**src/rtl/seq_restoring_divider.sv**
```systemverilog
// Unsigned sequential restoring divider that produces one quotient bit per clock.
// Handshakes are valid/ready on both sides. Each trial subtract uses a 4-bit group borrow-lookahead.
module seq_restoring_divider #(
  parameter int WIDTH = 32
) (
  input  logic             clk,
  input  logic             rst_n,
  input  logic             in_valid,
  output logic             in_ready,
  input  logic [WIDTH-1:0] dividend,
  input  logic [WIDTH-1:0] divisor,
  output logic             out_valid,
  input  logic             out_ready,
  output logic [WIDTH-1:0] quotient,
  output logic [WIDTH-1:0] remainder,
  output logic             div_by_zero,
  output logic             busy
);

  localparam int CW = $clog2(WIDTH);
  localparam int NG = WIDTH / 4;

  typedef enum logic [1:0] {S_IDLE, S_CALC, S_DONE} state_t;

  state_t           r_state;
  state_t           w_state_next;
  logic [WIDTH-1:0] r_dq;          // dividend shifts out at the MSB, quotient bits shift in at the LSB
  logic [WIDTH-1:0] r_v;
  logic [WIDTH-1:0] r_r;
  logic [CW-1:0]    r_cnt;
  logic [WIDTH-1:0] r_quotient;
  logic [WIDTH-1:0] r_remainder;
  logic             r_dbz;

  logic [WIDTH:0]   w_trial;
  logic [WIDTH-1:0] w_diff;
  logic             w_borrow;
  logic [WIDTH-1:0] w_r_next;
  logic [WIDTH-1:0] w_dq_next;

  // NOTE: state and datapath flops use non-blocking assignments so every register samples pre-edge values.
  always_ff @(posedge clk or negedge rst_n) begin
    if (!rst_n) r_state <= S_IDLE;
    else        r_state <= w_state_next;
  end

  // NOTE: default assignment first, so no path through the case leaves w_state_next unassigned (no latch).
  always_comb begin
    w_state_next = r_state;
    case (r_state)
      S_IDLE: if (in_valid) w_state_next = (divisor == '0) ? S_DONE : S_CALC;
      S_CALC: if (r_cnt == '0) w_state_next = S_DONE;
      S_DONE: if (out_ready) w_state_next = S_IDLE;
      default: w_state_next = S_IDLE;
    endcase
  end

  // R stays below V after every iteration. Its extra MSB therefore exists only in the trial value.
  assign w_trial = {r_r, r_dq[WIDTH-1]};

  always_comb begin : borrow_lookahead
    logic [WIDTH-1:0] g;
    logic [WIDTH-1:0] p;
    logic [WIDTH-1:0] bin;
    logic [NG-1:0]    gg;
    logic [NG-1:0]    gp;
    logic [NG:0]      gb;
    g   = ~w_trial[WIDTH-1:0] & r_v;
    p   = ~(w_trial[WIDTH-1:0] ^ r_v);
    gg  = '0;
    gp  = '0;
    gb  = '0;
    bin = '0;
    for (int k = 0; k < NG; k++) begin
      gg[k] = g[4*k+3] | (p[4*k+3] & g[4*k+2]) | (p[4*k+3] & p[4*k+2] & g[4*k+1])
            | (&p[4*k+1 +: 3] & g[4*k]);
      gp[k] = &p[4*k +: 4];
    end
    for (int k = 0; k < NG; k++) begin
      gb[k+1] = gg[k] | (gp[k] & gb[k]);
    end
    for (int k = 0; k < NG; k++) begin
      bin[4*k]   = gb[k];
      bin[4*k+1] = g[4*k] | (p[4*k] & gb[k]);
      bin[4*k+2] = g[4*k+1] | (p[4*k+1] & g[4*k]) | (p[4*k+1] & p[4*k] & gb[k]);
      bin[4*k+3] = g[4*k+2] | (p[4*k+2] & g[4*k+1]) | (p[4*k+2] & p[4*k+1] & g[4*k])
                 | (&p[4*k +: 3] & gb[k]);
    end
    w_diff   = w_trial[WIDTH-1:0] ^ r_v ^ bin;
    w_borrow = ~w_trial[WIDTH] & gb[NG];
  end

  assign w_r_next  = w_borrow ? w_trial[WIDTH-1:0] : w_diff;
  assign w_dq_next = {r_dq[WIDTH-2:0], ~w_borrow};

  always_ff @(posedge clk or negedge rst_n) begin
    if (!rst_n) begin
      r_dq        <= '0;
      r_v         <= '0;
      r_r         <= '0;
      r_cnt       <= '0;
      r_quotient  <= '0;
      r_remainder <= '0;
      r_dbz       <= 1'b0;
    end else begin
      case (r_state)
        S_IDLE: begin
          if (in_valid) begin
            r_dq  <= dividend;
            r_v   <= divisor;
            r_r   <= '0;
            r_cnt <= CW'(WIDTH - 1);
            r_dbz <= (divisor == '0);
            if (divisor == '0) begin
              r_quotient  <= '1;
              r_remainder <= dividend;
            end
          end
        end
        S_CALC: begin
          r_r  <= w_r_next;
          r_dq <= w_dq_next;
          if (r_cnt != '0) begin
            r_cnt <= r_cnt - 1'b1;
          end else begin
            r_quotient  <= w_dq_next;
            r_remainder <= w_r_next;
          end
        end
        default: ;
      endcase
    end
  end

  assign in_ready    = (r_state == S_IDLE);
  assign out_valid   = (r_state == S_DONE);
  assign busy        = (r_state != S_IDLE);
  assign quotient    = r_quotient;
  assign remainder   = r_remainder;
  assign div_by_zero = r_dbz;

endmodule

```
**config.mk**
```make
export PLATFORM = sky130hd
export DESIGN_NAME = seq_restoring_divider
export DESIGN_NICKNAME = d
export VERILOG_FILES = /design/src/rtl/seq_restoring_divider.sv
export SDC_FILE = /design/constraint.sdc
export NUM_CORES = 1
export LEC_CHECK = 0
export CAP_MARGIN = 15
export CORE_MARGIN = 3
export CORE_UTILIZATION = 59
export DETAILED_ROUTE_END_ITERATION = 6
export GPL_ROUTABILITY_DRIVEN = 0
export PLACE_DENSITY = 0.93
export SLEW_MARGIN = 20
export SYNTH_ARGS = -nofsm -noshare
export SYNTH_HDL_FRONTEND = slang
export SYNTH_SLANG_ARGS = --single-unit
```
**constraint.sdc**
```tcl
create_clock -name clk -period 8.8 [get_ports clk]
set_input_delay 2.64 -clock clk [delete_from_list [all_inputs] [get_ports clk]]
set_output_delay 2.64 -clock clk [all_outputs]
set_load 0.05 [all_outputs]
```
# After elaboration in Yosys (flattened, before gate mapping)

Cells that the tools add are included.

Output and inout port bits: 68
Flip-flop bits (word level): 168
Bits of input ports: 68

Reductions and logical operators: 33
Multiplexer cells: 21
$add $sub $neg: 1
Equal/unequal tests: 8
Bitwise gates (word level): 183

Operators by type and width:

| operator                                         | number |
|---|---|
| 2-to-1 mux 32 bit                                | 9 |
| case mux 32 bit (2 select lines)                 | 4 |
| bitwise AND 1 bit                                | 100 |
| OR 1 bit                                         | 76 |
| inverter 32 bit                                  | 2 |
| XOR 32 bit                                       | 2 |
| AND reduction 3 bit                              | 17 |
| bitwise AND 32 bit                               | 1 |
| logical NOT 32 bit                               | 1 |
| AND reduction 4 bit                              | 8 |
| 2-to-1 mux 5 bit                                 | 2 |
| case mux 5 bit (2 select lines)                  | 1 |
| 2-to-1 mux 2 bit                                 | 4 |
| != test 2 bit, second input constant             | 4 |
| case mux 2 bit (3 select lines)                  | 1 |
| logical NOT 5 bit                                | 1 |
| nonzero test 5 bit                               | 1 |
| subtractor 5 x 1 -> 5 bit, second input constant | 1 |
| != test 2 x 1 -> 1 bit, second input constant    | 2 |
| AND reduction 2 bit                              | 2 |
| nonzero test 2 bit                               | 2 |
| == test 2 x 1 -> 1 bit, second input constant    | 1 |
| == test 2 bit, second input constant             | 1 |
| logical NOT 2 bit                                | 1 |
| inverter 1 bit                                   | 2 |

# Longest topological paths before layout

Depth in word-level cells: 24
Mapped depth: 13
Depth with buffers taken out: 13

# Least setup slack after synthesis

OpenSTA, ideal clock, no wires.

Kind: input port to flip-flop
From: in divisor[24]
To: reg r_remainder[24], in the netlist remainder[24]
Setup slack: 4.468 ns
Stages on the path: 9
Required time: 8.657 ns
Data arrival time: 4.189 ns
Setup time: 0.143 ns
Cells stage by stage: nor4_1 nand4_1 nor2_1 nor2_1 or3_1 buf_2 clkbuf_1 nand2_1 o221ai_1

Longest elaborated chain between the ends: 3

Ends and longest elaborated chain:

| element                                 | line | RTL |
|---|---|---|
| from (decl)                             | 11   | `input logic [WIDTH-1:0] divisor,` |
| logical NOT 32 bit                      | 114  | `if (divisor == '0) begin` |
| != test 2 x 1 -> 1 bit (no source line) | -    |  |
| AND reduction 4 bit (no source line)    | -    |  |
| to (signal assigned)                    | 116  | `r_remainder <= dividend;` |
| to (signal assigned)                    | 127  | `r_remainder <= w_r_next;` |
| to (decl)                               | 32   | `logic [WIDTH-1:0] r_remainder;` |

No other way between the ends.
A chain may end at the register's enable or synchronous reset.

# Final worst setup path

From: in divisor[5]
To: reg r_remainder[31], in the netlist remainder[31]

Same word-level chain as after synthesis.

==> results.tsv <==
metric	value	unit
status	complete, no violations	
slew_headroom	32.1	%
vias	7419	
synth_fa_ha_area_share	6.78	%
clk_pin_slew	0.06	ns
ys_types	62	
grt_pass1_wl	36.8	mm
final_nets	1172	
max_stage_delay	0.54	ns
worstPathMaxFanout	72	
async_flop_share	100	%
cp-startpoint	divisor[5]	
finish.utilization	75.1	%
start_util	61.3	%
crit_path_end_kind	flip-flop	
ios	136	
synth_flop_cell	dfrtp_1	
drive_above_1_share	6.44	%
cp_common_cell	nor2_1	
finalCritPeriodShare	62.1	%
drt_wl_total	22.1	mm
min_path_type	flip-flop to flip-flop	
grt.overflow.total	0	
antenna_cells	0	
final_common_cell	nand2_1	
critPathBufInv	2	
synth-seq-cells	168	
io_buffer_count	135	
synthSimpleGateAreaFrac	18.1	%
drc	0	
cp_top_family	simple AND/OR/NAND/NOR gates	
grt_pass1_vias	7301	
drtIter0Drc	766	
dp_hpwl	15.2	mm
final_cell_mix	nand2_1, dfrtp_1, clkdlybuf4s50_1, nor2_1, o21ai_0	
core	0.0141	mm^2
wl_per_cell	17.7	um
synth_edf_count	0	
path_cells	clkdlybuf4s50_1 > nor4_1 > nand4_1 > nor2_1 > nor2_1 > nor3_4 > buf_4 > nand2_1 > nor3_1 > nor4_2	
yosys_warnings	0	
fp.dieW	127	um
cts_setup_buffers	0	
cts_resized	0	
grt_setup_unrepaired	no	
htree_levels	4	
cp_data_arrival_time	5.76	ns
worstMarginPinSlew	1.02	ns
netlist_area	0.00864	mm^2
synth_mux_area_share	0.724	%
antenna_found_initial	0	
period_minus_slack	5.47	ns
syn2layout_area_growth	22.5	%
die_h	127	um
track_usage	28.5	%
worstSetupPathType	primary input to flip-flop	
cp_slowest_cell	buf_4	
setup_tns	0	ns
setup_viol	0	
drt-pass1-iter-count	6	
worstPathRequired	9.10	ns
cts_tree	built	
root_buffer	clkbuf_16	
synth_compound_area_share	18.5	%
regArea	0.00420	mm^2
min-delay-start	quotient[9]	
synthXorXnorAreaFrac	2.13	%
rows	43	
crit_path_start_kind	primary input	
fin_worst_skew	0.0106	ns
clock-sinks	168	
viasPerCell	5.93	
clk_latency	0.43	ns
die_area	0.0161	mm^2
cts_buffer_depth	2	
avgSynthCellArea	9.05	um^2
multiInputGateArea	0.00403	mm^2
fillers	990	
yosysSeqAreaShare	48.6	%
cap_violations	0	
synthesis.nets	1065	
cts_hold_buf	0	
ant_nets	0	
maxSlewViolCount	0	
r2r-start	r_r[1]	
synth_cells	955	
grt_max_degree	94	
fmax	183	MHz
synth_top_family_by_area	compound AO/OA/AOI/OAI gates	
numCtsBuffers	17	
hold_violations	0	
==> path summary, 6_finish.rpt <==
path | endpoint | slack [ns] | depth (start not counted)
worst max-delay path | remainder[31] | 3.33 | 10
worst min-delay path | quotient[9] | 0.47 | 2
worst max register to register | remainder[25] | 4.99 | 12
worst min register to register | quotient[9] | 0.47 | 2
max in group asynchronous | r_r[11] | 5.08 | 2
min in group asynchronous | quotient[29] | 2.26 | 1
==> state kept, by name, indices dropped and copies added (netlist names) <==
| register | cells |
|---|---|
| r_cnt | 5 |
| r_v | 32 |
| div_by_zero | 1 |
| r_dq | 32 |
| remainder | 32 |
| r_r | 32 |
| r_state | 2 |
| quotient | 32 |
==> per-stage QoR <==
| stage | hold slack, ns | area [um^2] | std cells | setup WS, ns |
|---|---|---|---|---|
| after global placement | 0.452 | 10100 | 1223 | 3.07 |
| after global routing | 0.491 | 10600 | 1251 | 3.07 |
| after CTS | 0.471 | 10600 | 1251 | 3.31 |
| after detailed placement | 0.457 | 10100 | 1223 | 2.88 |
| after floorplan | 0.450 | 8640 | 955 | 4.47 |
| final | 0.466 | 10600 | 1251 | 3.33 |
==> cell type report <==
| type | instances | share of cell area [%] |
|---|---|---|
| sequential | 168 | 39.7 |
| multi-input combinational | 682 | 38.0 |
| timing repair buffer | 142 | 13.3 |
| clock buffer | 21 | 4.35 |
| tap | 180 | 2.13 |
| inverter | 51 | 1.81 |
| clock inverter | 7 | 0.697 |
==> logic make-up (layout without fill, tap and decap cells) <==
kind of cell,Yosys count,count (layout)
xor gates and xnor gates,21,21
adders and majority gates,42,42
buffers and inverters,105,221
DFF,168,168
and+or+nand+nor,381,381
muxes,6,6
AOI/OAI and AO/OA,232,232
==> synthesized netlist by cell type, types with 3 or more instances <==
cell type  count  area share [%]
o21a_1         3            0.26
xor2_1        11             1.1
a21oi_2        7            0.71
ha_1          34             4.9
nor2_1        76             3.3
clkbuf_1      44             1.9
o221ai_1      10             1.0
o22a_1        10             1.0
nor2b_1        4            0.29
nor3_1        11            0.64
or3_1          3            0.22
nand3_1        5            0.29
o22ai_1       13            0.94
o211ai_1       7            0.61
nand4_1        3            0.22
inv_1         51             2.2
a31oi_1       43             3.1
mux2i_1        4            0.46
nand2_1      252              11
nand2b_1       4            0.29
a211oi_2       8             1.2
o21ai_0       57             3.3
a21oi_1       23             1.3
dfrtp_1      168              49
or2_2          4            0.29
o21bai_1       4            0.35
buf_6          5            0.65
fa_1           8             1.9
nor4_1        10            0.72
xnor2_1       10             1.0
o21ai_1        6            0.35
a21o_1        19             1.7
==> worst min-delay path, cell delays in order (launching register included) <==
cell and delay (ns):
dfrtp_1 0.34, nand2_1 0.05, nand2_1 0.05
==> per-layer routing <==
metal / track usage (%) / part of all wire (%) / wire length, um
met5: 0 / 0 / 0
met4: 9.46 / 2.0 / 451
met3: 5.48 / 6.9 / 1530
met2: 45.3 / 47 / 10500
met1: 39.8 / 44 / 9650
Power is left out: the tool's default activity adds up to more than one toggle a clock period on the data nets, which glitch-free logic cannot reach.
